`src/rtl/run_controller.sv`:
```
// run_controller: responder side of the Start/Ack launch handshake.
// Sequences IDLE -> ARMED -> LAUNCH -> RUN -> DONE. It loads the selected
// program's base address into the PC, gates the core while the program runs,
// and captures diagnostics: cycle count, final PC and a watchdog flag.
module run_controller #(
   parameter int unsigned PC_W       = 10,
   parameter int unsigned CYC_W      = 16,
   parameter int unsigned P1_BASE    = 0,
   parameter int unsigned P2_BASE    = 256,
   parameter int unsigned P3_BASE    = 512,
   parameter int unsigned MAX_CYCLES = 65000
) (
   input  logic             Clk,
   input  logic             Reset,
   input  logic             Start,
   input  logic             Halt,
   input  logic [PC_W-1:0]  ProgCtr,
   output logic             PcLoad,
   output logic [PC_W-1:0]  PcLoadAddr,
   output logic             CpuEn,
   output logic             Ack,
   output logic [1:0]       ProgSel,
   output logic [CYC_W-1:0] CycleCount,
   output logic [PC_W-1:0]  LastPc,
   output logic             Timeout
);

   localparam logic [2:0] S_IDLE   = 3'd0;
   localparam logic [2:0] S_ARMED  = 3'd1;
   localparam logic [2:0] S_LAUNCH = 3'd2;
   localparam logic [2:0] S_RUN    = 3'd3;
   localparam logic [2:0] S_DONE   = 3'd4;

   logic [2:0]       r_state;
   logic             r_pc_load;
   logic             r_cpu_en;
   logic             r_ack;
   logic [1:0]       r_prog_sel;
   logic [CYC_W-1:0] r_cycle_count;
   logic [PC_W-1:0]  r_last_pc;
   logic             r_timeout;

   logic             w_wd_fire;
   logic [1:0]       w_sel_next;

   // The watchdog fires in the cycle whose count (before increment) is
   // MAX_CYCLES-1, so the finished count reads exactly MAX_CYCLES.
   assign w_wd_fire  = (r_cycle_count == CYC_W'(MAX_CYCLES - 1)) && !Halt;
   // Program index rotates 0 -> 1 -> 2 -> 0; the unused code 3 also returns to 0.
   assign w_sel_next = (r_prog_sel >= 2'd2) ? 2'd0 : r_prog_sel + 2'd1;

   // Base address of the selected program; only output that is not registered.
   always_comb begin
      PcLoadAddr = PC_W'(P1_BASE);
      case (r_prog_sel)
         2'd1:    PcLoadAddr = PC_W'(P2_BASE);
         2'd2:    PcLoadAddr = PC_W'(P3_BASE);
         default: PcLoadAddr = PC_W'(P1_BASE);
      endcase
   end

   // Handshake state machine with registered strobes and diagnostic capture.
   always_ff @(posedge Clk or negedge Reset) begin
      if (!Reset) begin
         r_state       <= S_IDLE;
         r_pc_load     <= 1'b0;
         r_cpu_en      <= 1'b0;
         r_ack         <= 1'b0;
         r_prog_sel    <= 2'd0;
         r_cycle_count <= '0;
         r_last_pc     <= '0;
         r_timeout     <= 1'b0;
      end else begin
         case (r_state)
            S_IDLE: begin
               if (Start) begin
                  r_state <= S_ARMED;
                  r_ack   <= 1'b0;
               end
            end
            S_ARMED: begin
               // Launch happens on the falling level of Start.
               if (!Start) begin
                  r_state       <= S_LAUNCH;
                  r_pc_load     <= 1'b1;
                  r_cycle_count <= '0;
                  r_timeout     <= 1'b0;
               end
            end
            S_LAUNCH: begin
               r_state   <= S_RUN;
               r_pc_load <= 1'b0;
               r_cpu_en  <= 1'b1;
            end
            S_RUN: begin
               // The finishing cycle is counted too; Start is ignored here.
               r_cycle_count <= r_cycle_count + 1'b1;
               if (Halt || w_wd_fire) begin
                  r_state    <= S_DONE;
                  r_cpu_en   <= 1'b0;
                  r_ack      <= 1'b1;
                  r_last_pc  <= ProgCtr;
                  r_timeout  <= !Halt;
                  r_prog_sel <= w_sel_next;
               end
            end
            S_DONE: begin
               // Ack drops as soon as the next request is seen.
               if (Start) begin
                  r_state <= S_ARMED;
                  r_ack   <= 1'b0;
               end
            end
            default: begin
               r_state   <= S_IDLE;
               r_pc_load <= 1'b0;
               r_cpu_en  <= 1'b0;
            end
         endcase
      end
   end

   assign PcLoad     = r_pc_load;
   assign CpuEn      = r_cpu_en;
   assign Ack        = r_ack;
   assign ProgSel    = r_prog_sel;
   assign CycleCount = r_cycle_count;
   assign LastPc     = r_last_pc;
   assign Timeout    = r_timeout;

endmodule
```
`config.mk`:
```
export PLATFORM = sky130hd
export DESIGN_NAME = run_controller
export DESIGN_NICKNAME = d
export VERILOG_FILES = /design/src/rtl/run_controller.sv
export SDC_FILE = /design/constraint.sdc
export NUM_CORES = 1
export LEC_CHECK = 0
export ABC_AREA = 1
export BUFFER_PORTS_ARGS = -buffer_cell sky130_fd_sc_hd__buf_4
export CORE_UTILIZATION = 50
export CTS_BUF_LIST = sky130_fd_sc_hd__clkbuf_2
export DETAILED_ROUTE_END_ITERATION = 8
export PLACE_DENSITY_LB_ADDON = 0.15
export RECOVER_POWER = 25
export SYNTH_ARGS = -nofsm -noshare
export SYNTH_HDL_FRONTEND = slang
export SYNTH_SLANG_ARGS = --single-unit
```
`constraint.sdc`:
```
create_clock -name Clk -period 2.1 [get_ports Clk]
set_clock_uncertainty 0.15 [all_clocks]
set_input_delay 0.42 -clock Clk [delete_from_list [all_inputs] [get_ports Clk]]
set_output_delay 0.42 -clock Clk [all_outputs]
set_load 0.005 [all_outputs]
```
* Word level (Yosys, flattened, before mapping) *
Cells that the tools add are included.

cells by class
  $add $sub $neg = 2
  $lt $le $gt $ge = 1
  equality and inequality tests = 10
  muxes and demuxes = 18
  bitwise operators = 2
  reductions and logical operators = 16

operators by type and width
  operator                                             number
  one-hot mux 16 bit (2 select lines)                  1
  one-hot mux 10 bit (2 select lines)                  1
  adder 16 x 1 -> 16 bit, second input constant        1
  equality test 16 bit, second input constant          1
  2-to-1 mux 16 bit                                    1
  one-hot mux 3 bit (4 select lines)                   1
  2-to-1 mux 3 bit                                     3
  AND reduction 3 bit                                  3
  AND reduction 2 bit                                  4
  equality test 3 x 2 -> 1 bit, second input constant  2
  2-to-1 mux 1 bit                                     6
  one-hot mux 1 bit (2 select lines)                   3
  OR reduction 3 bit                                   2
  inequality test 2 bit, second input constant         2
  nonzero test 2 bit                                   2
  equality test 3 x 1 -> 1 bit, second input constant  1
  equality test 3 bit, second input constant           1
  zero test 3 bit                                      1
  one-hot mux 1 bit (3 select lines)                   1
  adder 2 x 1 -> 2 bit, second input constant          1
  equality test 2 x 1 -> 1 bit, second input constant  1
  equality test 2 bit, second input constant           1
  >= comparator 2 bit, second input constant           1
  2-to-1 mux 2 bit                                     1
  other kinds (6)                                      7

word-level totals
  register bits = 35
  output and inout bits = 42
  word-level logic and storage cells = 57

* Depth between registers and ports, before layout *
  depth after elaboration = 5
  depth in mapped cells = 11
  mapped depth without buffers = 10

* Worst setup path before layout *
Ideal clock, no wire load.

  path kind = register to register
  start point = reg r_cycle_count[0], in the netlist CycleCount[0]
  end point = reg r_prog_sel[1], in the netlist ProgSel[1]
  arrival = 1.311 ns
  required time = 1.833 ns
  setup slack = 0.523 ns
  stages on the path, launching flop included = 12
  path buffers = 1
  cell sequence = dfrtp_1 -> ha_1 -> nand2_2 -> inv_2 -> nand2_1 -> nor2_1 -> nand2_2 -> nand2_4 -> nand2_4 -> buf_6 -> nand2_1 -> nand2_1

on the way
  cells in the longest elaborated chain, start to end = 4

ends and longest elaborated chain
  item                                  line  RTL
  from (decl)                           39    logic [CYC_W-1:0] r_cycle_count;
  from (signal assigned)                97    r_cycle_count <= r_cycle_count + 1'b1;
  equality test 16 bit                  48    assign w_wd_fire = (r_cycle_count == CYC_W'(MAX_CYCLES - 1)) && !Halt;
  logical AND 1 bit                     48
  logical OR 1 bit                      98    if (Halt || w_wd_fire) begin
  AND reduction 2 bit (no source line)  --
  to (signal assigned)                  104   r_prog_sel <= w_sel_next;
  to (decl)                             38    logic [1:0] r_prog_sel;

No other way between the ends.
A chain may end at the register's enable or synchronous reset.

* Final worst setup path *
Same ends and word-level chain as after synthesis.

==> flow_metrics.env <==
export IMPL_status="finished, final reports clean"
export IMPL_crit_arrival_ns=1.90
export IMPL_grt_first_pass_wirelength_um=7280
export IMPL_drive_above_1_share_pct=22.1
export IMPL_grt_remaining_overflow=0
export IMPL_power_frac_comb_pct=41.3
export IMPL_period_share_pct=83.6
export IMPL_worstSetupEndpointType="flop"
export IMPL_worstPathMaxFanout=14
export IMPL_synth_top_flop_cell="dfrtp_1"
export IMPL_clkLatencyLatePin_ns=0.39
export IMPL_met3_length_um=281
export IMPL_switching_share_pct=39.1
export IMPL_yosys_top_cells_area="dfrtp_1, nand2_1, nand3_1"
export IMPL_seq_area_frac_synth_pct=46.0
export IMPL_cts_tree="built"
export IMPL_cap_violations=0
export IMPL_yosysTopAreaCell="dfrtp_1"
export IMPL_yosysMostFrequentCell="nand2_1"
export IMPL_min_period_ns=1.76
export IMPL_tightest_slew_ns=0.849
export IMPL_r2r_end="ProgSel[1]"
export IMPL_critPathRequiredTime_ns=2.24
export IMPL_grt_max_degree=36
export IMPL_initial_utilization_pct=52.0
export IMPL_final_nets=323
export IMPL_seqPwrFrac_pct=42.8
export IMPL_max_slew_margin_pct=43.4
export IMPL_setup_viol_count_final=0
export IMPL_clock_fmax_mhz=569
export IMPL_regToRegSetupSlack_ns=0.34
export IMPL_core_area_mm2=0.00366
export IMPL_regArea_um2=876
export IMPL_synth_area_mm2=0.00190
export IMPL_route_met2_wl_um=1940
export IMPL_p_clk_share_pct=15.9
export IMPL_drt_met1_wl_um=1960
export IMPL_dp_hpwl_um=3110
export IMPL_hold_depth=3
export IMPL_ys_types=24
export IMPL_powerDensity_mw_per_mm2=1140
export IMPL_portBuffers=47
export IMPL_area_growth_pct=21.8
export IMPL_vias_per_cell=5.08
export IMPL_rows=22
export IMPL_max_clock_path_buffers=2
export IMPL_antenna_found_initial=0
export IMPL_hp_class="input port to flop"
export IMPL_drt_total_wl_um=4240
export IMPL_synth_edf_count=0
export IMPL_synth_top_area_share_pct=46.0
export IMPL_root_buffer="clkbuf_2"
export IMPL_yosysWarnings=0
export IMPL_maxSlewViolCount=0
export IMPL_topRoutingLayerUsed="met4"
export IMPL_grt_pass1_vias=1602
export IMPL_ir_worst_vdd_mv=0.548
export IMPL_startpoint_type="flop"
export IMPL_netlist_instances=258
export IMPL_chipHeight_um=63.7
export IMPL_htreeDepth=2
export IMPL_ios=56
export IMPL_min_from="ProgCtr[6]"
export IMPL_critical_path_class="flop to flop"
export IMPL_grt_setup_unrepaired="no"
export IMPL_grt_total_usage_pct=23.7
export IMPL_postCtsSetupBuffers=0
export IMPL_instances_no_fill=356
export IMPL_synth_seq_cells=35
export IMPL_place_inst=348
export IMPL_fp_dieW_um=63.7
export IMPL_ys_top_cells_by_count="nand2_1, dfrtp_1, nand3_1, nor2_1, inv_1"
export IMPL_ant_nets=0
export IMPL_antenna_cells=0
export IMPL_clkSinkCount=35
export IMPL_drt_pass1_iter_count=4
export IMPL_die_area_mm2=0.00406
export IMPL_gp_congestion=0.929
export IMPL_cts_clk_slew_worst_paths_ns=0.19
export IMPL_syn_avg_cell_area_um2=7.38
export IMPL_multiInputGateArea_um2=832
export IMPL_drtIter0Drc=167
export IMPL_worstRegToRegCells=10
export IMPL_hold_viol=0
export IMPL_timing_setup_tns_ns=0
export IMPL_num_vias=1810
export IMPL_fillerInstances=352
export IMPL_p_int_uw=1620
export IMPL_hold_end="LastPc[6]"
export IMPL_switching_power_uw=1040
export IMPL_rr_startpoint="CycleCount[0]"
export IMPL_wl_per_cell_um=11.9
export IMPL_cts_inserted_buffers=5
export IMPL_drc_errors=0
export IMPL_ys_async_sr_fraction_pct=100
export IMPL_leakagePower_uw=0.00124
placed cells by master, fill, tap and decap left out, drive strengths merged:
master,n
nand4,4
dlygate4sd3,1
o21ai,12
nor2,32
xor2,1
nand3,31
o32ai,1
ha,1
conb,8
inv,33
buf,47
o31ai,1
o21bai,1
a21oi,3
nor3,3
bufinv,1
clkbuf,7
o22ai,3
nand2,82
dfrtp,35
o211ai,1
power groups by stage:
stage / logic [uW] / clock network [uW] / registers (uW)
final: 1100 / 423 / 1130
after global placement: 1080 / 0 / 1140
after CTS: 1110 / 433 / 1140
after floorplan: 612 / 0 / 1120
after global routing: 1250 / 474 / 1160
after detailed placement: 1110 / 0 / 1150
cell families (layout without fill, tap and decap cells):
kind of cell	Yosys count	in the layout	synth area share, %
AOI/OAI and AO/OA	22	22	6.57
other	1	8	0.197
xor gates and xnor gates	1	1	0.460
and+or+nand+nor	152	152	34.4
DFF	35	35	46.0
adders and majority gates	1	1	0.657
buffers and inverters	46	89	11.7
layer usage:
| layer | global-route usage [%] | vias to the layer above |
|---|---|---|
| met1 | 34.5 | 834 |
| met2 | 33.8 | 67 |
| met5 | 0 | - |
| met4 | 7.10 | 0 |
| met3 | 6.70 | 5 |
| li1 | - | 904 |
area by class of cell:
| class | count | share of cell area (%) |
|---|---|---|
| Tap cell | 48 | 2.59 |
| Clock inverter | 1 | 1.29 |
| Clock buffer | 6 | 1.29 |
| Sequential cell | 35 | 37.8 |
| Inverter | 33 | 5.34 |
| Multi-Input combinational cell | 184 | 35.9 |
| Timing Repair Buffer | 49 | 15.9 |
sequential cells by signal, indices dropped and copies added, names as in the netlist:
signal,flops
r_state,3
Ack,1
LastPc,10
PcLoad,1
ProgSel,2
CycleCount,16
Timeout,1
CpuEn,1
timing repair:
item,in CTS,in global routing
hold buffers,1,0
endpoints found under the hold margin,35,0
resized for setup,0,0
worst max-delay path, stage by stage (launching register included):
cell	delay, ns
dfrtp_1	0.47
ha_1	0.21
nand2_2	0.10
inv_2	0.07
nand2_1	0.04
nor2_1	0.10
nand2_2	0.09
nand2_4	0.15
nand2_4	0.14
nand2_1	0.09
nand2_1	0.05
worst max-delay path by stage:
stage,from,end,slack [ns]
2_1_floorplan,CycleCount[0],ProgSel[1],0.52
3_3_place_gp,CycleCount[0],LastPc[0],0.43
3_5_place_dp,CycleCount[0],LastPc[5],0.36
4_1_cts,CycleCount[0],ProgSel[1],0.34
5_1_grt,CycleCount[0],LastPc[3],0.14
6_report,CycleCount[0],ProgSel[1],0.34
through the flow:
stage	worst slack [ns]	util [%]	power (uW)	instance area (um^2)	hold WS, ns
6_report	0.344	63.4	2650	2320	0.0880
5_1_grt	0.144	63.4	2880	2320	0.0531
3_5_place_dp	0.356	61.5	2250	2250	0.251
2_1_floorplan	0.523	-	1730	1930	-0.0256
4_1_cts	0.345	63.4	2680	2320	0.0814
3_3_place_gp	0.432	61.5	2230	2250	0.247
Power figures use the tool's default switching activity.
